`config.mk`:
```
export PLATFORM = sky130hd
export DESIGN_NAME = cpu_sequencer
export DESIGN_NICKNAME = d
export VERILOG_FILES = /design/src/rtl/cpu_sequencer_pkg.sv /design/src/rtl/cpu_sequencer_bus_timeout.sv /design/src/rtl/cpu_sequencer.sv
export SDC_FILE = /design/constraint.sdc
export NUM_CORES = 1
export LEC_CHECK = 0
export ABC_AREA = 1
export BUFFER_PORTS_ARGS = -buffer_cell sky130_fd_sc_hd__buf_2
export CAP_MARGIN = 20
export CORE_MARGIN = 2
export CORE_UTILIZATION = 54
export CTS_CLUSTER_SIZE = 20
export DETAILED_ROUTE_END_ITERATION = 8
export PLACE_DENSITY = 0.82
export SYNTH_ARGS = -nofsm -noshare
export SYNTH_HDL_FRONTEND = slang
export SYNTH_HIERARCHICAL = 1
export SYNTH_SLANG_ARGS = --single-unit
```
`constraint.sdc`:
```
create_clock -name clk -period 6.5 [get_ports clk]
set_input_delay 0.325 -clock clk [delete_from_list [all_inputs] [get_ports clk]]
set_output_delay 0.325 -clock clk [all_outputs]
set_load 0.02 [all_outputs]
```
`src/rtl/cpu_sequencer_pkg.sv`:
```
// Shared definitions for the multi-cycle CPU sequencer: state encoding, halt causes,
// RV32I major opcodes and the reset value of the instruction register.
package cpu_sequencer_pkg;

    typedef enum logic [2:0] {
        SEQ_FETCH  = 3'd0,
        SEQ_DECODE = 3'd1,
        SEQ_EXEC   = 3'd2,
        SEQ_MEM    = 3'd3,
        SEQ_WB     = 3'd4,
        SEQ_HALT   = 3'd5
    } seq_state_e;

    typedef enum logic [1:0] {
        CAUSE_NONE        = 2'd0,
        CAUSE_ECALL       = 2'd1,
        CAUSE_ILLEGAL     = 2'd2,
        CAUSE_BUS_TIMEOUT = 2'd3
    } halt_cause_e;

    localparam logic [6:0] OP_LUI    = 7'b0110111;
    localparam logic [6:0] OP_AUIPC  = 7'b0010111;
    localparam logic [6:0] OP_JAL    = 7'b1101111;
    localparam logic [6:0] OP_JALR   = 7'b1100111;
    localparam logic [6:0] OP_BRANCH = 7'b1100011;
    localparam logic [6:0] OP_LOAD   = 7'b0000011;
    localparam logic [6:0] OP_STORE  = 7'b0100011;
    localparam logic [6:0] OP_IMM    = 7'b0010011;
    localparam logic [6:0] OP_REG    = 7'b0110011;
    localparam logic [6:0] OP_SYSTEM = 7'b1110011;

    // addi x0, x0, 0
    localparam logic [31:0] IR_NOP = 32'h0000_0013;

    function automatic logic is_known_opcode(input logic [6:0] op);
        case (op)
            OP_LUI, OP_AUIPC, OP_JAL, OP_JALR, OP_BRANCH,
            OP_LOAD, OP_STORE, OP_IMM, OP_REG, OP_SYSTEM: return 1'b1;
            default:                                      return 1'b0;
        endcase
    endfunction

endpackage

```
`src/rtl/cpu_sequencer_bus_timeout.sv`:
```
// Wait-state counter for one bus access: counts stalled cycles and flags when the
// count has reached TIMEOUT. Clear has priority and the count saturates at the limit.
module cpu_sequencer_bus_timeout #(
    parameter int unsigned TIMEOUT = 16
) (
    input  logic clk,
    input  logic rst_n,
    input  logic clear_i,
    input  logic enable_i,
    output logic expired_o
);

    localparam int unsigned W = $clog2(TIMEOUT + 1);
    localparam logic [W-1:0] LIMIT = W'(TIMEOUT);

    logic [W-1:0] cnt_q, cnt_d;

    always_comb begin
        cnt_d = cnt_q;
        if (clear_i) begin
            cnt_d = '0;
        end else if (enable_i && (cnt_q != LIMIT)) begin
            cnt_d = cnt_q + 1'b1;
        end
    end

    always_ff @(posedge clk or negedge rst_n) begin
        if (!rst_n) begin
            cnt_q <= '0;
        end else begin
            cnt_q <= cnt_d;
        end
    end

    assign expired_o = (cnt_q == LIMIT);

endmodule

```
`src/rtl/cpu_sequencer.sv`:
```
// Multi-cycle sequencer: walks FETCH->DECODE->EXEC->[MEM]->WB around a single-cycle
// datapath, owns PC/IR/instret, and halts on ECALL, illegal opcode or bus timeout.
module cpu_sequencer
    import cpu_sequencer_pkg::*;
#(
    parameter logic [31:0] RESET_PC   = 32'h0000_0000,
    parameter int unsigned TIMEOUT    = 16,
    parameter int unsigned CNT_W      = 32,
    parameter int unsigned HALT_ECALL = 1
) (
    input  logic             clk,
    input  logic             rst_n,
    output logic             imem_req,
    input  logic             imem_ready,
    input  logic [31:0]      imem_rdata,
    output logic             dmem_req,
    output logic             dmem_we,
    input  logic             dmem_ready,
    input  logic             ctl_mem_rw,
    input  logic             ctl_reg_wen,
    input  logic [31:0]      pc_next,
    output logic [31:0]      pc,
    output logic [31:0]      ir,
    output logic             reg_we,
    output logic             halted,
    output logic [1:0]       halt_cause,
    output logic [CNT_W-1:0] instret
);

    seq_state_e       state_q, state_d;
    halt_cause_e      cause_q, cause_d;
    logic [31:0]      pc_q, pc_d;
    logic [31:0]      ir_q, ir_d;
    logic [CNT_W-1:0] instret_q, instret_d;

    logic       wait_clear, wait_en, wait_expired;
    logic [6:0] opcode;

    assign opcode = ir_q[6:0];

    cpu_sequencer_bus_timeout #(
        .TIMEOUT (TIMEOUT)
    ) u_bus_timeout (
        .clk       (clk),
        .rst_n     (rst_n),
        .clear_i   (wait_clear),
        .enable_i  (wait_en),
        .expired_o (wait_expired)
    );

    always_comb begin
        state_d   = state_q;
        cause_d   = cause_q;
        pc_d      = pc_q;
        ir_d      = ir_q;
        instret_d = instret_q;
        wait_en   = 1'b0;

        case (state_q)
            SEQ_FETCH: begin
                // Ready on the cycle the count hits TIMEOUT still wins over the timeout.
                if (imem_ready) begin
                    ir_d    = imem_rdata;
                    state_d = SEQ_DECODE;
                end else if (wait_expired) begin
                    state_d = SEQ_HALT;
                    cause_d = CAUSE_BUS_TIMEOUT;
                end else begin
                    wait_en = 1'b1;
                end
            end
            SEQ_DECODE: begin
                if (is_known_opcode(opcode)) begin
                    state_d = SEQ_EXEC;
                end else begin
                    state_d = SEQ_HALT;
                    cause_d = CAUSE_ILLEGAL;
                end
            end
            SEQ_EXEC: begin
                state_d = ((opcode == OP_LOAD) || (opcode == OP_STORE)) ? SEQ_MEM : SEQ_WB;
            end
            SEQ_MEM: begin
                if (dmem_ready) begin
                    state_d = SEQ_WB;
                end else if (wait_expired) begin
                    state_d = SEQ_HALT;
                    cause_d = CAUSE_BUS_TIMEOUT;
                end else begin
                    wait_en = 1'b1;
                end
            end
            SEQ_WB: begin
                pc_d      = pc_next;
                instret_d = instret_q + CNT_W'(1);
                if ((HALT_ECALL != 0) && (opcode == OP_SYSTEM)) begin
                    state_d = SEQ_HALT;
                    cause_d = CAUSE_ECALL;
                end else begin
                    state_d = SEQ_FETCH;
                end
            end
            SEQ_HALT: begin
                state_d = SEQ_HALT;
            end
            default: begin
                state_d = SEQ_HALT;
            end
        endcase

        wait_clear = (state_d != state_q);
    end

    always_ff @(posedge clk or negedge rst_n) begin
        if (!rst_n) begin
            state_q   <= SEQ_FETCH;
            cause_q   <= CAUSE_NONE;
            pc_q      <= RESET_PC;
            ir_q      <= IR_NOP;
            instret_q <= '0;
        end else begin
            state_q   <= state_d;
            cause_q   <= cause_d;
            pc_q      <= pc_d;
            ir_q      <= ir_d;
            instret_q <= instret_d;
        end
    end

    assign imem_req   = (state_q == SEQ_FETCH);
    assign dmem_req   = (state_q == SEQ_MEM);
    assign dmem_we    = (state_q == SEQ_MEM) && !ctl_mem_rw;
    assign reg_we     = (state_q == SEQ_WB) && ctl_reg_wen;
    assign halted     = (state_q == SEQ_HALT);
    assign halt_cause = cause_q;
    assign pc         = pc_q;
    assign ir         = ir_q;
    assign instret    = instret_q;

endmodule
```
# Yosys cells after proc, flatten, opt, wreduce, memory -nomap -nowiden
# Index checks and enable logic that the tools add are counted.
# word_totals
regBits	106
out_inout_bits	103
word_cells	62
# op_classes
n_addsub	2
eq_ne	22
muxes	21
reduce_logical	11
# ops
cell	n
32-bit by 1-bit adder with 32-bit output (second input constant)	1
7-bit equality test (second input constant)	4
7-bit by 6-bit equality test with 1-bit output (second input constant)	3
3-bit 2-to-1 mux	6
3-bit one-hot mux with 5 select lines	1
7-bit by 5-bit equality test with 1-bit output (second input constant)	2
2-bit 2-to-1 mux	5
5-bit 2-to-1 mux	2
10-bit OR reduction	1
2-bit != test (second input constant)	4
2-bit one-hot mux with 4 select lines	1
7-bit by 2-bit equality test with 1-bit output (second input constant)	1
3-bit by 2-bit equality test with 1-bit output (second input constant)	2
3-bit equality test (second input constant)	2
5-bit by 1-bit adder with 5-bit output (second input constant)	1
5-bit equality test (second input constant)	1
1-bit 2-to-1 mux	5
5-bit != test (second input constant)	1
5-bit AND reduction	1
4-bit nonzero test	1
3-bit by 1-bit equality test with 1-bit output (second input constant)	1
1-bit logical AND	3
3-bit zero test	1
3-bit != test	1
5 further kinds	5

# Longest topological paths before layout
# depth
ltp_word	8
depth_mapped	20

# By module
# The synthesis kept the hierarchy.
# modules_own_cells
mod	instances	cells_per_inst	area_each_um2
cpu_sequencer	1	596	4699.5
cpu_sequencer_bus_timeout	1	41	341.6

# Worst setup path before layout
# OpenSTA, ideal clock, no wires.
# synth_timing
path_kind	reg-to-reg
from	register u_bus_timeout.cnt_q[0]
to	register u_bus_timeout.cnt_q[3]
setup_ns	0.117
arrival_ns	1.919
slack_ns	4.464
stages_incl_launch_ff	21
period_less_slack_ns	2.036
path_cell_list	dfrtp_1 -> inv_1 -> ha_1 -> nand2_1 -> inv_1 -> nand2_2 -> inv_1 -> inv_1 -> nand2_1 -> nand2_1 -> nand3_1 -> nor2_1 -> nand2_1 -> nand2_1 -> nand2_1 -> inv_1 -> nand3_1 -> bufinv_8 -> nand2_4 -> nand2_1 -> nand2_1
# synth_between
elab_chain_cells	6
word_cells_on_any_way	16
# synth_lines
item	line	rtl
start, declared	cpu_sequencer_bus_timeout.sv:16	logic [W-1:0] cnt_q, cnt_d;
start signal, assigned	cpu_sequencer_bus_timeout.sv:31	cnt_q <= cnt_d;
5-bit equality test *	cpu_sequencer_bus_timeout.sv:35	assign expired_o = (cnt_q == LIMIT);
net wait_expired	cpu_sequencer.sv:36	logic wait_clear, wait_en, wait_expired;
3-bit 2-to-1 mux *	cpu_sequencer.sv:65, cpu_sequencer.sv:86	
3-bit 2-to-1 mux (on tied branches)	cpu_sequencer.sv:84, cpu_sequencer.sv:62	
3-bit one-hot mux with 5 select lines *	cpu_sequencer.sv:59	case (state_q)
net state_d[2]	cpu_sequencer.sv:30	seq_state_e state_q, state_d;
3-bit != test *	cpu_sequencer.sv:111	wait_clear = (state_d != state_q);
net wait_clear	cpu_sequencer.sv:36	
5-bit 2-to-1 mux or 2-bit nonzero test (tied branches)	n/a	
# The timed path passes the listed nets; every way through them passes the cells marked *. The select of a mux whose other input is x is not followed.
# A chain may end at the register's enable or synchronous reset.

# Worst setup path after layout
# layout_timing
from	register state_q[1]
to	register u_bus_timeout.cnt_q[3]
# layout_between
word_cells_on_any_way	14
# layout_rtl
item	line	rtl
start, declared	cpu_sequencer.sv:30	
start signal, assigned	cpu_sequencer.sv:122	state_q <= state_d;
3-bit equality test (tied with other cells)	cpu_sequencer.sv:59	
3-bit one-hot mux with 5 select lines *	cpu_sequencer.sv:59	
net state_d[0]	cpu_sequencer.sv:30	
3-bit != test *	cpu_sequencer.sv:111	
net wait_clear	cpu_sequencer.sv:36	
5-bit 2-to-1 mux or 2-bit nonzero test (tied branches)	n/a	
# The timed path passes the listed nets; every way through them passes the cells marked *.

==> metrics.txt <==
area of the core roughly 9200 um^2; Post-Place Cell Area ~6000 um^2; Synth area leader dfrtp_1; Power Density between 150 and 200 nW/um^2; clk_lat worst skew about 0.37 ns; cell count after synthesis ~640; crit path launch type flip-flop; Starting Density 55.08%; area delta synth->final 23.63%; P_sw 250.9 uW; DRC errors left 0; Nets between 800 and 900; Pint 896.7 uW; drt pass-1 iters 5; post-route ant nets 0; Die Width ~100 um; RSZ-0062 raised after global routing no; Crit Path Class flip-flop to flip-flop; Async SR Flop Fraction 100.0%; worst reg2reg path endpoint u_bus_timeout/cnt_q[3]; hpwl dp roughly 9100 um; Synth Flop Type dfrtp_1; critical path data arrival time slightly above 3 ns; clock root buffer clkbuf_8; wire per inst 13.32 um; GRT Util Overall 24.86%; FF+latch count, synth about 110; vias in the first global route approximately 4.4k; post-route cell area roughly 6200 um^2; DIE HEIGHT 100.6 um; row count 35; port bufs around 170; first-pass GRT wire length a little over 20,000 um; EDFF count, synth 0; setup_tns 0 ns; Max Slew Vio Count 0; Hold Path Depth 3; critical-path maximum fanout 46; Worst R2R Path Depth 14; I/O pins ~170; share of cells above drive strength 1 about a quarter; Bufs on Longest Clock Path 2; worst vdd ir around 0.13 mV; crit-path cells nor2_4 -> nand2_4 -> inv_2 -> nand3_1 -> nand2_1 -> nor2_1 -> nand2_1 -> nand2_1 -> nand2_1 -> nand3_1 -> bufinv_8 -> nand2_4 -> nand2_1 -> nand2_1; leak pwr between 0.003 and 0.004 uW; beginning of the worst hold path pc_next[19]; number of cells upsized or downsized after cts 0; Final Hold Fails 0; largest net degree at the start of global routing 80; min cycle time layout around 2.8 ns; period utilisation layout a little over two fifths; post-CTS setup buffer count 0; DRT iter0 DRCs ~250; YS warnings 6; post-synthesis sequential area ratio between 50% and 60%; syn nets 710; top cells by area, synth dfrtp_1 (51%), nand2_1 (23%), inv_1 (3.4%); reg-to-reg critical path startpoint state_q[1]; max_cap viols 0; Logic pwr share roughly 3.0%; H-tree Lvls 3; synth unique cells 29; initial antenna violation count 0; global route overflow 0; Power Total about 1100 uW; vias approximately 4.7k; count leader, synth nand2_1; slowest cell on the critical path inv_2; WHS between 0.1 and 0.15 ns; R2R setup slack approximately 3.7 ns; TritonCTS clock tree built; hold_buf cts 1; run status completed; Worst Max-Slew Pin Slew 0.9707 ns; Synth top area share between 50% and 60%; max incr delay on CP 0.66 ns; sw frac between 20% and 30%; CTS Sinks 106; routability cong. approximately 0.95; mean post-synth cell area a little under 8 um^2; Hold Path End pc[19]; Clk network pwr share around two fifths; Most Frequent Cell on Critical Path nand2_1; worst min path class input pin to flip-flop; CP Data Required Time slightly below 7 ns; Via density just over 5; CTS clock-pin slew for the worst setup and hold paths 0.11 ns; CP endpoint kind flip-flop; post-route insts no fill between 900 and 1k; Slew Limit Headroom approximately a third; highest clock rate 355.7 MHz; CTS buffer count 9; post-placement cell count between 900 and 1k; diode count 0; final wirelength roughly 12,000 um; Reg power frac 57.4%; Setup Viol. Count Final 0; Die Area about 10,000 um^2; top cells by count, synth nand2_1 (304), dfrtp_1 (103), inv_1 (45), nor2_1 (45), nand3_1 (24); Netlist Area Pre-Place just over 5000 um^2; clk_skew 0.01401 ns
[worst max-delay path by stage]
stage                                 from                     end  slack, ns  cells past startpoint
floorplan           u_bus_timeout/cnt_q[0]  u_bus_timeout/cnt_q[3]       4.46                     20
global placement                state_q[1]  u_bus_timeout/cnt_q[3]       3.87                     14
detailed placement              state_q[1]  u_bus_timeout/cnt_q[3]       3.71                     14
CTS                             state_q[1]  u_bus_timeout/cnt_q[3]       3.68                     14
global route                    state_q[1]  u_bus_timeout/cnt_q[3]       3.40                     14
finish                          state_q[1]  u_bus_timeout/cnt_q[3]       3.69                     14
[power by group through the flow]
stage	combinational [uW]	sequential (uW)	clock [uW]
after detailed placement	34.7	672	0
after global placement	34.0	672	0
after CTS	35.2	659	463
final	34.2	659	454
after floorplan	0.589	672	0
after global routing	39.0	659	489
[metrics by stage]
| stage | util, % | worst slack [ns] |
|---|---|---|
| 4_1_cts | 68.09 | 3.680 |
| 3_5_place_dp | 65.55 | 3.711 |
| 2_1_floorplan | - | 4.464 |
| 6_report | 68.09 | 3.688 |
| 3_3_place_gp | 65.55 | 3.870 |
| 5_1_grt | 68.09 | 3.399 |
[registers in the layout (all words and copies together) (netlist names)]
| signal | cells |
|---|---|
| ir | 32 |
| instret | 32 |
| halt_cause | 2 |
| pc | 32 |
| state_q | 3 |
| u_bus_timeout/cnt_q | 5 |
[placed cells by master (no fill, tap or decap), types with 11 or more instances in the layout]
cell type  count
xnor2_1       13
inv_1         45
o21ai_0       11
nor2_1        45
nor3_1        16
xor2_1        15
nand4_1       11
buf_2        171
nand2_1      304
nand3_1       24
dfrtp_1      103
[worst max-delay path: cells and delay by family, from the launching register on]
kind / cells / cell delay (ns)
AND/OR/NAND/NOR: 12 / 1.33
flip-flops: 1 / 0.48
buffers and inverters: 2 / 0.89
[per-layer routing]
layer / share of wire [%] / vias to the layer above / track usage (%)
li1: - / 2301 / -
met1: 43 / 2171 / 31.92
met2: 48 / 175 / 41.28
met3: 7.3 / 24 / 5.964
met4: 2.0 / 0 / 8.746
met5: 0 / - / 0
[cell families after synthesis]
kind of cell	share of synthesized area [%]
compound gates	2.209
buf+inv	5.088
fa+ha+maj	0.7447
xor+xnor	4.865
flops	52.69
simple gates	34.40
[cell type report]
| cell class | instances | area (um^2) |
|---|---|---|
| Fill cell | 765 | 2920 |
| Sequential cell | 106 | 2656 |
| Multi-Input combinational cell | 467 | 2128 |
| Timing Repair Buffer | 175 | 888.4 |
| Inverter | 49 | 197.7 |
| Tap cell | 111 | 138.9 |
| Clock buffer | 10 | 127.6 |
| Clock inverter | 6 | 95.09 |
Power figures use the tool's default switching activity.
